### src/rtl/pipeline_hazard_ctrl.sv
// ALU-stage sequencer: issue/stall decision, rs/rt forwarding select, and the
// late-branch / exception redirect handshake with fetch.
module pipeline_hazard_ctrl #(
    parameter logic [31:0] EXC_VECTOR    = 32'h80000180,
    parameter int unsigned REDIR_TIMEOUT = 15
) (
    input  logic        clk,
    input  logic        rst,
    input  logic        dec_valid,
    input  logic [4:0]  dec_rs_index,
    input  logic [4:0]  dec_rt_index,
    input  logic [4:0]  dec_rd_index,
    input  logic        dec_is_load,
    output logic        dec_stall,
    output logic        alu_issue,
    output logic [1:0]  fwd_rs_sel,
    output logic [1:0]  fwd_rt_sel,
    input  logic        br_late_enable,
    input  logic [31:0] br_target,
    input  logic [2:0]  alu_exception,
    input  logic [31:0] alu_pc,
    output logic        redirect_valid,
    output logic [31:0] redirect_pc,
    input  logic        redirect_ack,
    output logic        br_late_done,
    output logic [31:0] epc,
    output logic        redirect_err
);

    localparam int unsigned CNT_W = 4;
    localparam int unsigned REG_W = 5;

    localparam logic [1:0] SEL_RF  = 2'd0;
    localparam logic [1:0] SEL_ALU = 2'd1;
    localparam logic [1:0] SEL_MEM = 2'd2;

    typedef enum logic [1:0] {
        IDLE  = 2'd0,
        DSLOT = 2'd1,
        REDIR = 2'd2,
        FLUSH = 2'd3
    } state_t;

    state_t             state;
    state_t             state_next;
    logic [REG_W-1:0]   ex_rd;
    logic [REG_W-1:0]   mem_rd;
    logic               ex_load;
    logic               mem_load;
    logic [CNT_W-1:0]   redir_cnt;

    logic               exc_take;
    logic               redir_timeout;
    logic               load_use;
    logic               busy;

    // ALU-stage result wins over MEM; a load still in ALU cannot forward yet.
    function automatic logic [1:0] fwd_sel(
        input logic [REG_W-1:0] idx,
        input logic [REG_W-1:0] e_rd,
        input logic             e_ld,
        input logic [REG_W-1:0] m_rd
    );
        logic [1:0] sel;
        sel = SEL_RF;
        if (idx != '0) begin
            if (idx == e_rd && !e_ld) begin
                sel = SEL_ALU;
            end else if (idx == m_rd) begin
                sel = SEL_MEM;
            end
        end
        return sel;
    endfunction

    assign exc_take      = (state == IDLE || state == DSLOT) && (alu_exception != 3'd0);
    assign redir_timeout = (redir_cnt == CNT_W'(REDIR_TIMEOUT - 1));

    // State register.
    always_ff @(posedge clk) begin
        if (!rst) begin
            state <= IDLE;
        end else begin
            state <= state_next;
        end
    end

    // Next-state logic.
    always_comb begin
        state_next = state;
        case (state)
            IDLE: begin
                if (exc_take) begin
                    state_next = REDIR;
                end else if (br_late_enable) begin
                    state_next = DSLOT;
                end
            end
            DSLOT: begin
                if (exc_take || alu_issue) begin
                    state_next = REDIR;
                end
            end
            REDIR: begin
                if (redirect_ack || redir_timeout) begin
                    state_next = FLUSH;
                end
            end
            FLUSH:   state_next = IDLE;
            default: state_next = IDLE;
        endcase
    end

    // Output decode: issue/stall, forwarding and handshake strobes.
    always_comb begin
        busy           = (state == REDIR) || (state == FLUSH);
        load_use       = dec_valid && ex_load && (ex_rd != '0) &&
                         ((dec_rs_index == ex_rd) || (dec_rt_index == ex_rd));
        dec_stall      = load_use || busy;
        alu_issue      = dec_valid && !dec_stall;
        fwd_rs_sel     = fwd_sel(dec_rs_index, ex_rd, ex_load, mem_rd);
        fwd_rt_sel     = fwd_sel(dec_rt_index, ex_rd, ex_load, mem_rd);
        redirect_valid = (state == REDIR);
        br_late_done   = (state == FLUSH);
    end

    // Shadow pipeline, redirect address/EPC capture, timeout counter.
    always_ff @(posedge clk) begin
        if (!rst) begin
            ex_rd        <= '0;
            mem_rd       <= '0;
            ex_load      <= 1'b0;
            mem_load     <= 1'b0;
            redirect_pc  <= '0;
            epc          <= '0;
            redirect_err <= 1'b0;
            redir_cnt    <= '0;
        end else begin
            if (exc_take) begin
                ex_rd       <= '0;
                ex_load     <= 1'b0;
                mem_rd      <= '0;
                mem_load    <= 1'b0;
                redirect_pc <= EXC_VECTOR;
                epc         <= alu_pc;
            end else begin
                mem_rd   <= ex_rd;
                mem_load <= ex_load;
                ex_rd    <= alu_issue ? dec_rd_index : '0;
                ex_load  <= alu_issue && dec_is_load;
                if (state == IDLE && br_late_enable) begin
                    redirect_pc <= br_target;
                end
            end

            if (state == REDIR && !(redirect_ack || redir_timeout)) begin
                redir_cnt <= redir_cnt + CNT_W'(1);
            end else begin
                redir_cnt <= '0;
            end

            if (state == REDIR && !redirect_ack && redir_timeout) begin
                redirect_err <= 1'b1;
            end
        end
    end

endmodule

### config.mk
export PLATFORM = sky130hd
export DESIGN_NAME = pipeline_hazard_ctrl
export DESIGN_NICKNAME = d
export VERILOG_FILES = /design/src/rtl/pipeline_hazard_ctrl.sv
export SDC_FILE = /design/constraint.sdc
export NUM_CORES = 1
export LEC_CHECK = 0
export BUFFER_PORTS_ARGS = -buffer_cell sky130_fd_sc_hd__buf_4
export CAP_MARGIN = 10
export CORE_MARGIN = 2
export CORE_UTILIZATION = 46
export CTS_CLUSTER_DIAMETER = 30
export DETAILED_ROUTE_END_ITERATION = 8
export GPL_ROUTABILITY_DRIVEN = 0
export PLACE_DENSITY = 0.9
export SLEW_MARGIN = 10
export SYNTH_ARGS = -nofsm -noshare
export SYNTH_HDL_FRONTEND = slang
export SYNTH_SLANG_ARGS = --single-unit
### constraint.sdc
create_clock -name clk -period 2.2 [get_ports clk]
set_input_delay 0.11 -clock clk [delete_from_list [all_inputs] [get_ports clk]]
set_output_delay 0.11 -clock clk [all_outputs]
set_load 0.02 [all_outputs]
======== Word-level counts from Yosys, hierarchy flattened ========
Index checks and enable logic that the tools add are counted.
cells by class
  $add $sub $neg .......................... 1
  equal/unequal tests ..................... 11
  muxes and demuxes ....................... 13
  bitwise gates (word level) .............. 2
  reductions and logical operators ........ 32
operators by type and width
  kind                 number
  $mux 32              2
  $eq 5x5->1           4
  $mux 2               10
  $reduce_bool 5->1    3
  $logic_and 1x1->1    12
  $pmux 2 s4           1
  $logic_or 1x1->1     6
  $add 4x1->4 const B  1
  $eq 2x2->1 const B   2
  $eq 4x4->1 const B   1
  $logic_not 1->1      4
  $ne 2x1->1 const B   2
  $ne 3x3->1 const B   1
  $reduce_and 3->1     1
  $reduce_bool 3->1    1
  $reduce_or 3->1      1
  $eq 2x1->1 const B   1
  $logic_not 2->1      1
  $not 1->1            2
  $reduce_and 2->1     1
  $reduce_bool 2->1    1
  $reduce_or 2->1      1
word-level totals
  flip-flop bits (word level) ............. 82
  output and inout bits ................... 73

======== Depth between registers and ports, before layout ========
  depth in word-level cells ............... 9
  depth in mapped cells ................... 9
  depth with buffers taken out ............ 7

======== Worst setup path before layout ========
OpenSTA, ideal clock, no wires.
  path type ............................... register to register
  from .................................... register state[0]
  to ...................................... register state[0]
  data arrival time ....................... 1,780 ps
  data required time ...................... 2,071 ps
  path slack .............................. 291 ps
  cell stages (with the launch flop) ...... 9
  period minus slack after synthesis ...... 1,909 ps
  cell sequence ........................... dfxtp_1 inv_1 ha_1 or2_1 buf_2 or2_2 a21oi_1 a311oi_2 mux2i_1
between the ends
  word-level cells in the longest chain between the ends .. 8
ends and longest elaborated chain
  what                               line  RTL
  start: declaration                 44    state_t state;
  start signal: assignment           84    state <= state_next;
  $eq 2x2->1 (*)                     n/a
  via redirect_valid                 22    output logic redirect_valid,
  $logic_or 1x1->1                   116   busy = (state == REDIR) || (state == FLUSH);
  $logic_or 1x1->1                   119   dec_stall = load_use || busy;
  $logic_not 1->1                    120   alu_issue = dec_valid && !dec_stall;
  $logic_and 1x1->1                  120
  $logic_or 1x1->1                   100   if (exc_take || alu_issue) begin
  $ne 2x1->1 (no source line)        n/a
  $reduce_and 3->1 (no source line)  n/a
The timed path passes the listed nets; every way through them passes the cells marked *.
A chain may end at the register's enable or synchronous reset.

======== Worst setup path after layout ========
  from .................................... register ex_rd[1]
  to ...................................... output dec_stall
between the ends
  word-level cells in the longest chain between the ends .. 4
ends and longest elaborated chain
  what                                                   line      RTL
  start: declaration                                     46        logic [REG_W-1:0] ex_rd;
  start signal: assignment                               149       ex_rd <= alu_issue ? dec_rd_index : '0;
  $eq 5x5->1 or $reduce_bool 5->1 (tied branches)        118, 117
  $logic_or 1x1->1 or $logic_and 1x1->1 (tied branches)  118, 117
  $logic_and 1x1->1 (*)                                  117       load_use = dec_valid && ex_load && (ex_rd != '0) &&
  $logic_or 1x1->1 (*)                                   119
  end: declaration                                       14        output logic dec_stall,
Every way passes the cells marked *; elsewhere a longest branch is shown, timed or not.

==> flow_summary.json <==
{
  "status": "completed",
  "dr_total_vias": 3299,
  "synthAdderAreaFrac_pct": 2.25,
  "synth_top_area_cell": "dfxtp_1",
  "fp.dieW_um": 89.1,
  "synth_edf_count": 0,
  "io_pins": 161,
  "critPathKind": "register to output port",
  "synth_warnings": 0,
  "synth_nets": 499,
  "fmax_mhz": 474,
  "hold_path.class": "input port to register",
  "num-nets-final": 660,
  "seq_area_frac_synth_pct": 49.3,
  "period_share_pct": 95.9,
  "num_rows": 31,
  "crit_fanout": 7,
  "powerDensity_nw_per_um2": 930,
  "clk_latency_ps": 340,
  "maxSlewViolCount": 0,
  "netlist_top_cells_count": "142 x nand2_1, 82 x dfxtp_1, 35 x a21oi_1, 28 x a21boi_0, 17 x xor2_1",
  "synth_compound_area_share_pct": 13.8,
  "syn_inst": 405,
  "firstDrtPassIters": 4,
  "setup_violations": 0,
  "dp_hpwl_um": 6690,
  "worstMarginPinSlew_ps": 357,
  "cts_buffers": 9,
  "grt_max_degree": 42,
  "critPathRequiredTime_ps": 2090,
  "yosysTopAreaCellShare_pct": 49.3,
  "async_flop_share_pct": 0,
  "vias_per_cell": 4.93,
  "htree_num_levels": 3,
  "diodes": 0,
  "first_global_vias": 3059,
  "fin_setup_tns_ps": 0,
  "top_layer_used": "met4",
  "critPathArrivalTime_ps": 2000,
  "cts.path.max_buffers": 2,
  "synthTopCellsByArea": "dfxtp_1 49%, nand2_1 16%, a21boi_0 6.3%",
  "wl_per_cell_um": 13.8,
  "synth_xor_xnor_area_share_pct": 5.78,
  "maxCapViolCount": 0,
  "p_leak_nw": 2.23,
  "yosys.area_share.simple_pct": 24.8,
  "grt_pass1_wl_um": 13600,
  "avgSynthCellArea_um2": 8.23,
  "grt_usage_pct": 21.9,
  "dr_wl_met3_um": 578,
  "slew_headroom_pct": 76.2,
  "area_delta_synth_final_pct": 46.0,
  "cts.sinks": 82,
  "synth_seq_cells": 82,
  "start_util_pct": 46.7,
  "root_buffer": "clkbuf_8",
  "die_h_um": 89.1,
  "antenna_found_initial": 0,
  "yosys-mux-area-fraction_pct": 0.601,
  "finish.utilization_pct": 68.1,
  "rsz0062_at_grt": "no",
  "synth_top_family_by_area": "simple AND/OR/NAND/NOR gates",
  "finalCriticalPeriod_ps": 2110,
  "drtIter0Drc": 124,
  "ant_nets": 0,
  "coreArea_um2": 7140,
  "io_buffers": 160,
  "drc_errors": 0,
  "synth_area_um2": 3330,
  "met2_length_um": 4760,
  "fin_skew_ps": 8.66,
  "ys.flop_type": "dfxtp_1",
  "hold_viol": 0,
  "m1WireLength_um": 3640,
  "crit_path_end_kind": "output port",
  "drive_gt1_share_pct": 33.5,
  "place_area_um2": 4620,
  "startpoint_type": "register",
  "synth_cell_types": 32,
  "die_area_um2": 7940,
  "postCtsSetupRepairBufs": 0,
  "stdcell_area_um2": 4860,
  "clk_pin_slew_worst_paths_ps": 80,
  "vdd_drop_max_mv": 0.579,
  "grt_overflow": 0,
  "drt_wl_total_um": 9230,
  "post-synth-top-count-cell": "nand2_1",
  "cts_tree": "yes"
}
logic make-up (layout without fill, tap and decap cells):
family | count (synthesis) | count (layout)
AOI/OAI and AO/OA | 72 | 72
xor gates and xnor gates | 22 | 22
adders and majority gates | 6 | 6
buffers and inverters | 29 | 194
DFF | 82 | 82
muxes | 2 | 2
and+or+nand+nor | 192 | 192
worst paths after layout:
| path | end | depth (start not counted) | from | slack, ps |
|---|---|---|---|---|
| setup / recovery | dec_stall | 6 | ex_rd[1]$_SDFF_PP0_ | 90 |
| hold / removal | ex_rd[0]$_SDFF_PP0_ | 3 | dec_rd_index[0] | 10 |
| setup reg to reg | state[1]$_SDFFE_PN0P_ | 7 | state[0]$_SDFFE_PN0P_ | 270 |
| hold reg to reg | epc[30]$_SDFFE_PN0P_ | 2 | epc[30]$_SDFFE_PN0P_ | 460 |
layout make-up:
cell class	instances	area, um^2
repair buffers	173	1310
clock buffers	9	124
clock inverters	6	58.8
inverters	6	22.5
well taps	99	124
flip-flops and latches	82	1640
fillers	587	2270
multi-input cells	294	1580
power breakdown:
group          leakage [nW]  internal (mW)  switching, mW  total (mW)
Combinational          1.46          0.656           1.00        1.66
Sequential            0.670           1.70          0.127        1.83
Clock                0.0986          0.513          0.526        1.04
cells in the final DEF, fill, tap and decap left out, drive strengths merged, types with 3 or more instances in the layout:
cell	n
a21boi	28
a21oi	35
a31oi	3
and3	5
buf	167
clkbuf	9
clkinv	5
dfxtp	82
dlygate4sd3	6
ha	6
inv	6
nand2	142
nand3	4
nor2	13
nor3	6
nor4	8
or2	4
or4	5
xnor2	5
xor2	17
sequential cells by signal, indices dropped and copies added (netlist names):
| signal | cells |
|---|---|
| epc | 32 |
| redirect_pc | 32 |
| ex_rd | 5 |
| mem_rd | 5 |
| redir_cnt | 4 |
| state | 2 |
| ex_load | 1 |
| redirect_err | 1 |
what timing repair did:
action,in CTS,in global routing
endpoints found under the hold margin,2,4
setup endpoints to repair,0,1
hold buffers,2,4
gates resized for setup,0,1
layer usage:
metal	global-route usage [%]	vias up
met5	0	-
li1	-	1642
met1	24.6	1515
met3	6.19	23
met2	39.2	119
met4	8.68	0
stage by stage:
step | std cells | power [mW] | worst slack [ps] | hold WS [ps]
floorplan | 405 | 2.84 | 291 | 229
global placement | 648 | 3.44 | 358 | 357
detailed placement | 648 | 3.51 | 286 | 364
CTS | 665 | 4.55 | 62.7 | 1.10
global route | 669 | 4.78 | 7.97 | 1.36
finish | 669 | 4.52 | 90.2 | 13.6
critical path, cell delays in order (launching register included):
cell	delay, ps
dfxtp_1	350
or4_4	540
o211ai_2	180
a21oi_2	50
buf_4	160
or2_1	220
buf_4	160
No activity file was read; power rests on OpenSTA's default activity.
